==> src/rtl/bus_arbiter_rr_if.sv <==
// Shared-bus arbitration interface: requests and mux output in, grant/select/registered bus out.
// Ports: req[4], bus_data_in[DATA_W] (to arbiter); gnt[4], sel[2], bus_valid, bus_data_q[DATA_W], done (from arbiter).
// master = arbiter side, slave = requester/bus-fabric side.
interface bus_arbiter_rr_if #(
  parameter int DATA_W = 8
);
  logic [3:0]        req;
  logic [DATA_W-1:0] bus_data_in;
  logic [3:0]        gnt;
  logic [1:0]        sel;
  logic              bus_valid;
  logic [DATA_W-1:0] bus_data_q;
  logic              done;

  modport master (
    input  req, bus_data_in,
    output gnt, sel, bus_valid, bus_data_q, done
  );

  modport slave (
    output req, bus_data_in,
    input  gnt, sel, bus_valid, bus_data_q, done
  );
endinterface

==> src/rtl/bus_arbiter_rr.sv <==
// Round-robin owner arbiter for the 4-source internal CPU bus; registers the muxed bus value.
// Ports: clk, rst_n (async active-low), bus (master modport: req/bus_data_in in; gnt/sel/bus_valid/bus_data_q/done out).
// Latency: grant one edge after req sampled in IDLE; tenure bounded by HOLD_MAX, then 2-cycle gap (RELEASE + IDLE).
module bus_arbiter_rr #(
  parameter int DATA_W   = 8,
  parameter int HOLD_MAX = 4
) (
  input  logic              clk,
  input  logic              rst_n,
  bus_arbiter_rr_if.master  bus
);

  localparam int CW = $clog2(HOLD_MAX + 1);

  typedef enum logic [1:0] {
    IDLE    = 2'd0,
    OWN     = 2'd1,
    RELEASE = 2'd2
  } state_t;

  state_t            state;
  logic [1:0]        ptr;
  logic [CW-1:0]     hold_cnt;
  logic [3:0]        gnt_q;
  logic [1:0]        sel_q;
  logic              valid_q;
  logic [DATA_W-1:0] data_q;
  logic              done_q;

  logic [1:0]        win;
  logic [1:0]        cand;
  logic              found;

  // Cyclic priority scan starting at ptr; first requester found wins.
  always_comb begin
    win   = ptr;
    found = 1'b0;
    cand  = '0;
    for (int k = 0; k < 4; k++) begin
      cand = ptr + 2'(k);
      if (!found && bus.req[cand]) begin
        win   = cand;
        found = 1'b1;
      end
    end
  end

  always_ff @(posedge clk or negedge rst_n) begin
    if (!rst_n) begin
      state    <= IDLE;
      ptr      <= '0;
      hold_cnt <= '0;
      gnt_q    <= '0;
      sel_q    <= '0;
      valid_q  <= 1'b0;
      data_q   <= '0;
      done_q   <= 1'b0;
    end else begin
      case (state)
        IDLE: begin
          done_q <= 1'b0;
          if (|bus.req) begin
            state    <= OWN;
            gnt_q    <= 4'b0001 << win;
            sel_q    <= win;
            valid_q  <= 1'b1;
            hold_cnt <= '0;
          end else begin
            gnt_q   <= '0;
            valid_q <= 1'b0;
          end
        end

        OWN: begin
          data_q <= bus.bus_data_in;
          // Owner drop and timeout landing on the same edge still yield one exit.
          if (!bus.req[sel_q] || (hold_cnt == CW'(HOLD_MAX - 1))) begin
            state    <= RELEASE;
            gnt_q    <= '0;
            valid_q  <= 1'b0;
            done_q   <= 1'b1;
            ptr      <= sel_q + 2'd1;
            // Cleared rather than incremented so the counter never passes HOLD_MAX-1.
            hold_cnt <= '0;
          end else begin
            hold_cnt <= hold_cnt + CW'(1);
          end
        end

        RELEASE: begin
          // Bus turnaround cycle: sel and data_q hold their values.
          state   <= IDLE;
          gnt_q   <= '0;
          valid_q <= 1'b0;
          done_q  <= 1'b0;
        end

        default: begin
          state   <= IDLE;
          gnt_q   <= '0;
          valid_q <= 1'b0;
          done_q  <= 1'b0;
        end
      endcase
    end
  end

  assign bus.gnt        = gnt_q;
  assign bus.sel        = sel_q;
  assign bus.bus_valid  = valid_q;
  assign bus.bus_data_q = data_q;
  assign bus.done       = done_q;

endmodule

==> src/flat_wrapper.sv <==
// flat-port wrapper written by rule: the top's interface ports become plain ports
module bus_arbiter_rr_flat 
#(
  parameter int DATA_W   = 8,
  parameter int HOLD_MAX = 4
)
  (clk, rst_n, bus_req, bus_bus_data_in, bus_gnt, bus_sel, bus_bus_valid, bus_bus_data_q, bus_done);
  bus_arbiter_rr_if #(.DATA_W(DATA_W)) bus_i ();
  input  logic clk;
  input  logic rst_n;
  input wire logic [$bits(bus_i.req)-1:0] bus_req;
  input wire logic [$bits(bus_i.bus_data_in)-1:0] bus_bus_data_in;
  output wire logic [$bits(bus_i.gnt)-1:0] bus_gnt;
  output wire logic [$bits(bus_i.sel)-1:0] bus_sel;
  output wire logic [$bits(bus_i.bus_valid)-1:0] bus_bus_valid;
  output wire logic [$bits(bus_i.bus_data_q)-1:0] bus_bus_data_q;
  output wire logic [$bits(bus_i.done)-1:0] bus_done;
  assign bus_i.req = bus_req;
  assign bus_i.bus_data_in = bus_bus_data_in;
  assign bus_gnt = bus_i.gnt;
  assign bus_sel = bus_i.sel;
  assign bus_bus_valid = bus_i.bus_valid;
  assign bus_bus_data_q = bus_i.bus_data_q;
  assign bus_done = bus_i.done;
  bus_arbiter_rr #(.DATA_W(DATA_W), .HOLD_MAX(HOLD_MAX)) u_core (.clk(clk), .rst_n(rst_n), .bus(bus_i));
endmodule
==> config.mk <==
export PLATFORM = sky130hd
export DESIGN_NAME = bus_arbiter_rr_flat
export DESIGN_NICKNAME = d
export VERILOG_FILES = /design/src/rtl/bus_arbiter_rr_if.sv /design/src/rtl/bus_arbiter_rr.sv /design/src/flat_wrapper.sv
export SDC_FILE = /design/constraint.sdc
export NUM_CORES = 1
export LEC_CHECK = 0
export BUFFER_PORTS_ARGS = -buffer_cell sky130_fd_sc_hd__buf_4
export CAP_MARGIN = 20
export CORE_MARGIN = 1.5
export CORE_UTILIZATION = 44
export DETAILED_ROUTE_END_ITERATION = 10
export PLACE_DENSITY = 0.69
export SLEW_MARGIN = 0
export SYNTH_ARGS = -nofsm -noshare
export SYNTH_HDL_FRONTEND = slang
export SYNTH_SLANG_ARGS = --single-unit
==> constraint.sdc <==
create_clock -name clk -period 3.71 [get_ports clk]
set_clock_uncertainty 0.1 [all_clocks]
set_input_delay 0.1855 -clock clk [delete_from_list [all_inputs] [get_ports clk]]
set_output_delay 0.1855 -clock clk [all_outputs]
set_load 0.01 [all_outputs]
==> flow_summary.ini <==
[worst_setup_path]
critPathCaptureType = register
reg2regPathDepth = 4
r2r_setup_slack_ns = 2.04
crit_cells = 4
crit_slowest_cell = mux4_2
critical-path-top-delay-family = multiplexers
r2r_end = u_core.bus.gnt[2]$_DFFE_PN0N_
crit_start = u_core.bus.sel[0]$_DFFE_PN0P_
crit_type = reg2reg
r2r-start = u_core.bus.sel[0]$_DFFE_PN0P_
worstPathCellList = mux4_2, nand2b_4, nor2_4, a22o_1
endpoint = u_core.bus.gnt[2]$_DFFE_PN0N_
cp.arrival_ns = 1.78
cp_slowest_stage_delay_ns = 0.55
cp.required_ns = 3.82
start_kind = register
cp_num_buf_inv = 0
path_max_fanout = 8

[synth]
synth_cell_types = 35
async_reset_ff_share_pct = 100
avgSynthCellArea_um2 = 10.2
synth_cells = 105
synth_edf_count = 0
synth_nets = 121
synth_seq_cells = 23
ys.flop_type = dfrtp_1
ys_warn_count = 0
syn_area_mm2 = 0.00107
yosysSeqAreaShare_pct = 53.7

[clock_network]
cts_tree = built
cts_sinks = 23
cts.clk_slew.worst_paths_ns = 0.13
post_cts_buffers = 0
cts_root_buf = clkbuf_4
htree_levels = 1
clk_path_buf_depth = 2
cts_buffers = 3
clk_latency_ns = 0.31
cts_resized = 0

[sta]
rsz0062_at_grt = no
hold_viol_final = 0
worstMarginPinSlew_ns = 0.831
fin_setup_tns_ns = 0
hold_ws_ns = 0.187
min_period_over_period_pct = 45.0
fmax_mhz = 598
relSlewSlack_pct = 44.5
finalWorstPathRequiredPeriod_ns = 1.67
setup-violations-final = 0
slew_violations = 0

[floorplanning]
core_area_mm2 = 0.00225
initial_core_util_pct = 47.5
die_h_um = 52.3
ioPinCount = 30
rows = 17
die-area_mm2 = 0.00274
die_x_um = 52.3

[status]
status = finished clean

[global_route]
grt_remaining_overflow = 0
antenna_found_initial = 0
grt_pass1_vias = 901
grt_max_degree = 24
track_usage_pct = 20.3
grt_first_pass_wirelength_mm = 4.04

[pwr]
leakage_nw = 0.707
power_density_mw_per_mm2 = 783
power_mw = 1.11
peakVddDrop_uv = 509

[placement]
gp_congestion = 0.826
placed_area_mm2 = 0.00131
dp_cells = 158
place_hpwl_mm = 1.65
io_buffers = 29

[drt]
wl_mm = 2.41
vias = 914
ant_nets = 0
post-route-drc-count = 0
drtIter0Drc = 4
first_pass_iters = 5
viasPerCell = 5.35
wire_per_inst_um = 14.1

[cells_and_area]
diodes = 0
layout-drive-gt1-share_pct = 26.6
fin_area_mm2 = 0.00142
area_growth_pct = 32.8
fin_cells = 171
mostFrequentLayoutCell = buf_4
mostFrequentLayoutCells = 29 x buf_4, 28 x nand2_1, 23 x dfrtp_1
fin_nets = 160

[run]
drv_cap = 0

[worst_hold_path]
hold_class = in2async
report_power, final:
| group | total (mW) | internal (mW) | leakage [nW] | switching (mW) |
|---|---|---|---|---|
| clock network | 0.116 | 0.0403 | 0.0177 | 0.0759 |
| logic | 0.541 | 0.256 | 0.401 | 0.285 |
| registers | 0.456 | 0.365 | 0.288 | 0.0912 |
per-stage QoR:
| stage | utilization (%) | setup WS, ns |
|---|---|---|
| after floorplan | - | 2.10 |
| after global placement | 57.9 | 2.09 |
| after detailed placement | 57.9 | 2.05 |
| after CTS | 63.1 | 2.03 |
| after global routing | 63.1 | 1.93 |
| final | 63.1 | 2.04 |
cell usage after synthesis, types with 2 or more instances:
cell type	instances	area, um^2
o211a_1	2	20.0
dfrtp_1	23	576
nor2b_1	3	18.8
clkbuf_1	3	11.3
o211ai_1	2	15.0
nand3_1	2	10.0
o21ai_0	5	25.0
nand2_1	28	105
a22o_1	2	17.5
nor2_1	4	15.0
inv_1	2	7.51
ha_1	2	25.0
a21oi_1	4	20.0
o2bb2ai_1	2	17.5
state kept, by name (all words and copies together) (netlist names):
| register | count |
|---|---|
| u_core.bus.bus_data_q | 8 |
| u_core.bus.gnt | 4 |
| u_core.hold_cnt | 3 |
| u_core.bus.sel | 2 |
| u_core.ptr | 2 |
| u_core.state | 2 |
| u_core.bus.bus_valid | 1 |
| u_core.bus.done | 1 |
metal layers:
metal	routed length, um	part of all wire, %	global-route usage (%)
met5	0	0	0
met4	23	0.95	6.41
met3	71	2.9	3.43
met2	1170	49	32.3
met1	1140	47	28.2
what timing repair did:
item,4_1_cts,5_1_grt
hold endpoints to repair,31,0
hold buffers,9,0
setup endpoints to repair,0,0
how the worst min path moves through the flow:
stage,cells past startpoint,start,to,slack [ns]
2_1_floorplan,0,rst_n,u_core.bus.bus_data_q[0]$_DFFE_PN0P_,-0.21
3_3_place_gp,1,rst_n,u_core.state[0]$_DFFE_PN0P_,-0.006
3_5_place_dp,1,rst_n,u_core.bus.sel[1]$_DFFE_PN0P_,-0.002
4_1_cts,2,rst_n,u_core.hold_cnt[1]$_DFFE_PN0P_,0.20
5_1_grt,2,rst_n,u_core.state[0]$_DFFE_PN0P_,0.20
6_report,2,rst_n,u_core.hold_cnt[0]$_DFFE_PN0P_,0.19
logic make-up (layout without fill, tap and decap cells):
family	Yosys count	count (layout)	synth area share, %
mux	2	2	3.04
compound gates	25	25	17.1
flops	23	23	53.7
simple gates	46	46	20.6
xor+xnor	1	1	0.818
fa+ha+maj	2	2	2.34
buf+inv	6	44	2.45
final cells by class:
cell class	instances	area, um^2
multi-input cells	76	469
repair buffers	38	308
well taps	28	35.0
flip-flops and latches	23	576
clock buffers	3	22.5
inverters	2	7.51
clock inverters	1	5.00
fillers	209	832
(Power assumes the default switching activity.)
